$ cat src/rtl/pla_out_activity_monitor.sv
// Switching-activity monitor for the 7-output PLA stage: counts per-bit and total output toggles over a window.
// Latency: a counter update is visible on rd_data two cycles after its acceptance. done pulses in the cycle after the final acceptance.
// Backpressure: in_ready depends on state only; it is high in ARMED/RUN and low otherwise. Optional histogram: ACTIVITY_HAMMING_HIST_EN.
module pla_out_activity_monitor #(
  parameter int OUT_W  = 7,
  parameter int CNT_W  = 16,
  parameter int WINDOW = 256
) (
  input  logic             clk,
  input  logic             rst,
  input  logic             start,
  input  logic             in_valid,
  output logic             in_ready,
  input  logic [OUT_W-1:0] in_vec,
  output logic             busy,
  output logic             done,
  output logic             sat,
  input  logic [3:0]       rd_addr,
  output logic [CNT_W-1:0] rd_data
);

  // The sample counter must reach WINDOW even when WINDOW exceeds the counter width.
  localparam int SMP_W = ($clog2(WINDOW + 1) > CNT_W) ? $clog2(WINDOW + 1) : CNT_W;
  localparam int PC_W  = $clog2(OUT_W + 1);
  localparam logic [CNT_W-1:0] CNT_MAX = '1;
  localparam logic [SMP_W-1:0] WIN_C   = SMP_W'(WINDOW);

  typedef enum logic [1:0] {S_IDLE, S_ARMED, S_RUN, S_REPORT} state_t;

  state_t             state_q;
  logic               in_ready_q, busy_q, done_q, sat_q;
  logic [OUT_W-1:0]   prev_q;
  logic [CNT_W-1:0]   cnt_q [OUT_W];
  logic [CNT_W-1:0]   total_q;
  logic [SMP_W-1:0]   samples_q;
  logic [CNT_W-1:0]   rd_data_q;

  logic               accept;
  logic [OUT_W-1:0]   toggle;
  logic [PC_W-1:0]    pop;
  logic [CNT_W-1:0]   cnt_d [OUT_W];
  logic [CNT_W:0]     total_sum;
  logic [CNT_W-1:0]   total_d;
  logic [SMP_W-1:0]   samples_d;
  logic               ovf;
  logic [CNT_W-1:0]   rd_data_d;

`ifdef ACTIVITY_HAMMING_HIST_EN
  logic [CNT_W-1:0]   hist_q [OUT_W+1];
  logic [CNT_W-1:0]   hist_d [OUT_W+1];
`endif

  assign accept   = in_valid & in_ready_q;
  assign toggle   = prev_q ^ in_vec;
  assign in_ready = in_ready_q;
  assign busy     = busy_q;
  assign done     = done_q;
  assign sat      = sat_q;
  assign rd_data  = rd_data_q;

  // Hamming distance between the previous and the incoming vector.
  always_comb begin
    pop = '0;
    for (int i = 0; i < OUT_W; i++) begin
      pop = pop + PC_W'(toggle[i]);
    end
  end

  // Saturating next values for one RUN acceptance; ovf flags any counter that would wrap.
  always_comb begin
    ovf = 1'b0;
    for (int i = 0; i < OUT_W; i++) begin
      cnt_d[i] = cnt_q[i];
      if (toggle[i]) begin
        if (cnt_q[i] == CNT_MAX) ovf = 1'b1;
        else                     cnt_d[i] = cnt_q[i] + 1'b1;
      end
    end
    total_sum = {1'b0, total_q} + (CNT_W+1)'(pop);
    total_d   = total_sum[CNT_W] ? CNT_MAX : total_sum[CNT_W-1:0];
    if (total_sum[CNT_W]) ovf = 1'b1;
    samples_d = samples_q + 1'b1;
`ifdef ACTIVITY_HAMMING_HIST_EN
    for (int k = 0; k <= OUT_W; k++) begin
      hist_d[k] = hist_q[k];
      if (pop == PC_W'(k)) begin
        if (hist_q[k] == CNT_MAX) ovf = 1'b1;
        else                      hist_d[k] = hist_q[k] + 1'b1;
      end
    end
`endif
  end

  // Result select; the samples address keeps priority over a histogram bin that aliases it.
  always_comb begin
    rd_data_d = '0;
    for (int i = 0; i < OUT_W; i++) begin
      if (rd_addr == 4'(i)) rd_data_d = cnt_q[i];
    end
`ifdef ACTIVITY_HAMMING_HIST_EN
    for (int k = 0; k <= OUT_W; k++) begin
      if ((8 + k) <= 15 && rd_addr == 4'(8 + k)) rd_data_d = hist_q[k];
    end
`endif
    if (rd_addr == 4'(OUT_W))     rd_data_d = total_q;
    if (rd_addr == 4'(OUT_W + 1)) rd_data_d = samples_q[CNT_W-1:0];
  end

  // Window FSM with registered handshake/status outputs and the activity counters.
  always_ff @(posedge clk) begin
    if (rst) begin
      state_q    <= S_IDLE;
      in_ready_q <= 1'b0;
      busy_q     <= 1'b0;
      done_q     <= 1'b0;
      sat_q      <= 1'b0;
      prev_q     <= '0;
      total_q    <= '0;
      samples_q  <= '0;
      for (int i = 0; i < OUT_W; i++) cnt_q[i] <= '0;
`ifdef ACTIVITY_HAMMING_HIST_EN
      for (int k = 0; k <= OUT_W; k++) hist_q[k] <= '0;
`endif
    end else begin
      done_q <= 1'b0;
      case (state_q)
        S_IDLE: begin
          if (start) begin
            state_q    <= S_ARMED;
            in_ready_q <= 1'b1;
            busy_q     <= 1'b1;
            sat_q      <= 1'b0;
            total_q    <= '0;
            samples_q  <= '0;
            for (int i = 0; i < OUT_W; i++) cnt_q[i] <= '0;
`ifdef ACTIVITY_HAMMING_HIST_EN
            for (int k = 0; k <= OUT_W; k++) hist_q[k] <= '0;
`endif
          end
        end
        S_ARMED: begin
          // First vector only establishes the reference for toggle detection.
          if (accept) begin
            prev_q    <= in_vec;
            samples_q <= SMP_W'(1);
            state_q   <= S_RUN;
          end
        end
        S_RUN: begin
          if (accept) begin
            for (int i = 0; i < OUT_W; i++) cnt_q[i] <= cnt_d[i];
`ifdef ACTIVITY_HAMMING_HIST_EN
            for (int k = 0; k <= OUT_W; k++) hist_q[k] <= hist_d[k];
`endif
            total_q   <= total_d;
            prev_q    <= in_vec;
            samples_q <= samples_d;
            if (ovf) sat_q <= 1'b1;
            if (samples_d == WIN_C) begin
              state_q    <= S_REPORT;
              in_ready_q <= 1'b0;
              busy_q     <= 1'b0;
              done_q     <= 1'b1;
            end
          end
        end
        S_REPORT: state_q <= S_IDLE;
        default:  state_q <= S_IDLE;
      endcase
    end
  end

  // Registered read port, usable in every state.
  always_ff @(posedge clk) begin
    if (rst) rd_data_q <= '0;
    else     rd_data_q <= rd_data_d;
  end

endmodule

$ cat config.mk
export PLATFORM = sky130hd
export DESIGN_NAME = pla_out_activity_monitor
export DESIGN_NICKNAME = d
export VERILOG_FILES = /design/src/rtl/pla_out_activity_monitor.sv
export SDC_FILE = /design/constraint.sdc
export NUM_CORES = 1
export LEC_CHECK = 0
export BUFFER_PORTS_ARGS = -buffer_cell sky130_fd_sc_hd__clkbuf_2
export CAP_MARGIN = 20
export CORE_AREA = 2 2 128 130
export DETAILED_ROUTE_END_ITERATION = 8
export DIE_AREA = 0 0 130 132
export HOLD_SLACK_MARGIN = 0.05
export PLACE_DENSITY = 0.86
export SETUP_SLACK_MARGIN = 0.2
export SLEW_MARGIN = 20
export SYNTH_ARGS = -nofsm -noshare
export SYNTH_HDL_FRONTEND = slang
export SYNTH_SLANG_ARGS = --single-unit
$ cat constraint.sdc
create_clock -name clk -period 10.9 [get_ports clk]
set_input_delay 1.635 -clock clk [delete_from_list [all_inputs] [get_ports clk]]
set_output_delay 1.635 -clock clk [all_outputs]
set_load 0.02 [all_outputs]
Word level (Yosys, flattened, before mapping)
Memory sizes are Yosys's and may differ from the RTL's.
Index checks and enable logic that the tools add are counted.
W data, S select, Z words.
{ "word_totals": {"register_bits": 60, "mem_bits_rw": 112, "inputBits": 15, "output_inout_bits": 20, "memories": 1} }
{ "memory_table": {"columns": ["memory", "depth", "width", "rd", "rd_ports_with_merged_regs", "write_ports", "line_no", "rtl"], "rows": [
  ["cnt_q", 7, 16, 7, 0, 7, "33", "logic [CNT_W-1:0] cnt_q [OUT_W];"]
]} }
{ "op_classes": {"addsub": 15, "eq_ne": 24, "muxes": 83, "bitwise": 18, "reduce_logical": 12} }
{ "ops": {"columns": ["operator", "n"], "rows": [
  ["$mux W16", 42],
  ["$add A16 B1 Y16 const B", 8],
  ["$eq A16 B16 Y1 const B", 7],
  ["$pmux W16 S3", 1],
  ["$mux W1", 32],
  ["$pmux W16 S2", 1],
  ["$add A16 B3 Y17", 1],
  ["$eq A16 B9 Y1 const B", 1],
  ["$eq A4 B3 Y1 const B", 4],
  ["$reduce_and A4 Y1", 4],
  ["$or A1 B1 Y1", 14],
  ["$add A3 B1 Y3", 4],
  ["$ne A2 B2 Y1 const B", 5],
  ["$eq A4 B2 Y1 const B", 2],
  ["$mux W2", 4],
  ["$pmux W2 S4", 1],
  ["$xor A7 B7 Y7", 1],
  ["$eq A2 B2 Y1 const B", 2],
  ["$eq A4 B1 Y1 const B", 1],
  ["$eq A4 B4 Y1 const B", 1],
  ["$logic_not A4 Y1", 1],
  ["$pmux W1 S2", 2],
  ["$add A2 B1 Y3", 1],
  ["$reduce_and A3 Y1", 1],
  ["10 further kinds", 11]
]} }

Depth between registers and ports, before layout
{ "depth": {"word_depth": 19, "mapped_depth": 14, "mapped_depth_nobuf": 14} }

Least setup slack after synthesis
No wires, ideal clock.
{ "synth_timing": {"kind": "input to register", "startpoint": "input port in_vec[0]", "endpoint": "register sat_q, in the netlist sat", "arrival_ns": 5.036, "t_required_ns": 10.771, "setup_slack_ns": 5.735, "cell_stages": 14, "n_path_buf": 1, "path_cell_list": "xor2_1 inv_1 fa_1 fa_1 fa_1 inv_1 ha_1 fa_1 a21o_1 a21oi_1 nor3_1 clkbuf_1 a211oi_1 a31oi_1"} }
{ "synth_between": {"elab_chain_len": 17} }
{ "synth_lines": {"columns": ["item", "line_no", "rtl"], "rows": [
  ["from (decl)", "14", "input logic [OUT_W-1:0] in_vec,"],
  ["$xor A7 B7 Y7 *", "54", "assign toggle = prev_q ^ in_vec;"],
  ["parallel branches: the longest is 13 deep, another holds $add A16 B3 Y17", null, null],
  ["$mux W1 *", "81", "if (total_sum[CNT_W]) ovf = 1'b1;"],
  ["$ne A2 B2 Y1 (no line) *", null, null],
  ["$reduce_and A4 Y1 (no line) *", null, null],
  ["to (signal assigned)", "116", "sat_q <= 1'b0;"],
  ["to (signal assigned)", "132", "sat_q <= 1'b0;"],
  ["to (signal assigned)", "158", "if (ovf) sat_q <= 1'b1;"],
  ["to (decl)", "31", "logic in_ready_q, busy_q, done_q, sat_q;"]
]} }
Mark *: on every way between the ends.
A chain may end at the register's enable or synchronous reset.

Worst setup path in the final report
{ "layout_timing": {"startpoint": "input port in_vec[2]", "endpoint": "register total_q[11]"} }
{ "layout_between": {"elab_chain_len": 10} }
{ "layout_lines": {"columns": ["item", "line_no", "rtl"], "rows": [
  ["$xor A7 B7 Y7", "54", null],
  ["$add A2 B1 Y3", "65", "pop = pop + PC_W'(toggle[i]);"],
  ["$add A3 B1 Y3 (4 in series)", "65", null],
  ["$add A16 B3 Y17", "79", "total_sum = {1'b0, total_q} + (CNT_W+1)'(pop);"],
  ["$mux W16", "80", "total_d = total_sum[CNT_W] ? CNT_MAX : total_sum[CNT_W-1:0];"],
  ["$mux W16", "150", "if (accept) begin"],
  ["$pmux W16 S2", "126", "case (state_q)"],
  ["to (signal assigned)", "155", "total_q <= total_d;"],
  ["to (decl)", "34", "logic [CNT_W-1:0] total_q;"]
]} }
Every way passes these cells. The select of a mux whose other input is x is not followed.

==> results_dict.tcl <==
set metrics [dict create \
    status "finished clean" \
    finalMaxSlewViolations 0 \
    routedWlPerCell_um 20.9 \
    endpoint_kind "flop" \
    synth-edff-count 96 \
    grt_overflow 0 \
    syn_nets 1124 \
    drc 0 \
    ys_ff_latch 172 \
    power_mw 1.98 \
    reg2reg_to "total_q[11]" \
    power.density_nw_per_um2 180 \
    layout_commonest_cell "nor2_1" \
    port_buffers 34 \
    rsz0062_at_grt "no" \
    worstPathCellList "clkbuf_2 > xnor2_1 > fa_1 > fa_1 > fa_1 > inv_1 > ha_1 > fa_1 > a21o_1 > a21oi_1 > nor3_1 > nand2_1 > a41oi_1" \
    nNetsFinal 1129 \
    critPathSlowestCell "nor3_1" \
    num_vias 8882 \
    crit_type "input port to flop" \
    arrival_ns 5.85 \
    die_h_um 132 \
    holdPathEnd "cnt_q[4][8]" \
    start_util 0.643 \
    hp-class "flop to flop" \
    skew_ns 0.00935 \
    fmax_ghz 0.182 \
    grt_start_max_net_pins 94 \
    leakagePower_nw 3.90 \
    placed_area_um2 10300 \
    grt_usage 0.322 \
    syn_area_per_cell_um2 9.31 \
    ys.flop_type "edfxtp_1" \
    dp_hpwl_um 18900 \
    mostFrequentLayoutCells "nor2_1 (172), edfxtp_1 (96), dfxtp_1 (76)" \
    synthCells 1085 \
    area_growth_pct 8.70 \
    setup_violations 0 \
    row_count 46 \
    gp_congestion 0.964 \
    async_reset_ff_frac 0 \
    synth_area_um2 10100 \
    yosys_warnings 0 \
    fp.dieArea_um2 17200 \
    numCtsBuffers 17 \
    fin_crit_ns 5.50 \
    post_cts_resized 0 \
    fin_crit_sh 0.505 \
    finalNonFillerCells 1319 \
    cp_top_family "adder cells" \
    cts-root-buf "clkbuf_16" \
    dr.max_layer_used "met4" \
    dr.pass1.iters 6 \
    met3_length_um 2850 \
    final.setup.tns_ns 0 \
    num-fill-cells 1167 \
    cts_num_sinks 172 \
    cts_tree "built" \
    hold_violations 0 \
    utilization 0.698 \
    slew_headroom 0.260 \
    ant_nets 0 \
    worst_pin_slew_ns 1.10 \
    whs_path_depth 1 \
    route.met2.wl_um 12600 \
    coreArea_um2 15700 \
    finalInstanceArea_um2 11000 \
    ctsHoldBuffers 0 \
    grt_pass1_wl_um 43100 \
    ys_types 71 \
    reg2reg_depth 13 \
    r2r_setup_slack_ns 6.35 \
    io_pins 35 \
    path_buf_inv 2 \
    seq_area_frac_synth 0.436 \
    htree_levels 4 \
    maxCapViolCount 0 \
    clk_pin_slew_ns 0.07 \
    die-width_um 130 \
    worst_setup_path_start_kind "input port" \
    antenna_cells 0 \
    drt_iter0_markers 1406 \
    cp.required_ns 11.25 \
    cpPeakStageDelay_ns 0.91 \
    dp.cells 1287 \
    grt_pass1_vias 8233 \
    r2r_start "prev_q[0]" \
    insertion_delay_ns 0.44 \
    cpMostUsedCell "fa_1" \
    drive_gt1_frac 0.102 \
    max-vdd-ir-drop_v 0.000124 \
    wirelength_um 27600 \
    critPathMaxFanout 11 \
    antenna_found_initial 0 \
    worstHoldStart "cnt_q[4][8]" \
    met1_length_um 11000 \
    cts_setup_buffers 0 \
    clock_path_buffers 2 \
    vias_per_cell 6.73 \
]
## power breakdown
group | switching (mW) | internal, mW | total (mW)
clock | 0.274 | 0.388 | 0.662
combinational | 0.258 | 0.150 | 0.408
sequential | 0.115 | 0.793 | 0.908
## sequential cells by signal (all words and copies together), names as in the netlist, 2 cells and up
| signal | flops |
|---|---|
| cnt_q | 112 |
| prev_q | 7 |
| rd_data | 16 |
| samples_q | 16 |
| state_q | 2 |
| total_q | 16 |
## area by class of cell
class | instances | area [µm²] | area share
clock inverters | 14 | 203 | 0.0185
repair buffers | 45 | 253 | 0.0230
flip-flops and latches | 172 | 4400 | 0.401
clock buffers | 18 | 429 | 0.0391
inverters | 26 | 97.6 | 0.00889
multi-input cells | 828 | 5320 | 0.485
well taps | 216 | 270 | 0.0246
## cell usage after synthesis (all sizes together), types with 12 or more instances
master	count	area, µm²
buf	15	92.6
a21oi	65	325
ha	20	250
a221o	13	130
o21ai	63	315
nor2	172	646
mux2i	16	160
a31oi	12	75.1
clkbuf	44	195
nand2	70	263
dfxtp	76	1520
or3	12	80.1
nor3	19	100
and3	34	214
nand3	52	273
edfxtp	96	2880
a22oi	15	113
xor2	59	517
nand4	30	203
inv	26	97.6
xnor2	39	342
## metrics by stage
stage | setup slack (ns) | hold WS, ns
2_1_floorplan | 5.73 | 0.442
3_3_place_gp | 5.17 | 0.480
3_5_place_dp | 5.06 | 0.478
4_1_cts | 5.50 | 0.490
5_1_grt | 5.20 | 0.518
6_report | 5.40 | 0.502
## layer usage
metal | vias to the layer above | GRT usage
met2 | 559 | 0.490
met4 | 0 | 0.139
met3 | 97 | 0.0783
met1 | 4239 | 0.438
met5 | - | 0
li1 | 3987 | -
## logic make-up (layout without fill, tap and decap cells)
| group | Yosys count | count (layout) | synth area share |
|---|---|---|---|
| AO/OA/AOI/OAI | 231 | 231 | 0.146 |
| flip-flops | 172 | 172 | 0.436 |
| buffers and inverters | 85 | 103 | 0.0382 |
| AND/OR/NAND/NOR | 439 | 439 | 0.213 |
| multiplexers | 36 | 36 | 0.0482 |
| XOR/XNOR | 98 | 98 | 0.0850 |
| adder cells (fa/ha/maj) | 24 | 24 | 0.0327 |
## worst max-delay path by stage
stage / startpoint / to / slack (ns) / depth (start not counted)
final: in_vec[2] / total_q[11] / 5.40 / 13
after floorplan: in_vec[0] / sat / 5.73 / 14
after detailed placement: in_vec[0] / total_q[11] / 5.06 / 14
after global routing: in_vec[2] / total_q[11] / 5.20 / 13
after global placement: in_vec[0] / total_q[11] / 5.17 / 14
after CTS: in_vec[2] / total_q[11] / 5.50 / 13
(Power assumes the default switching activity.)
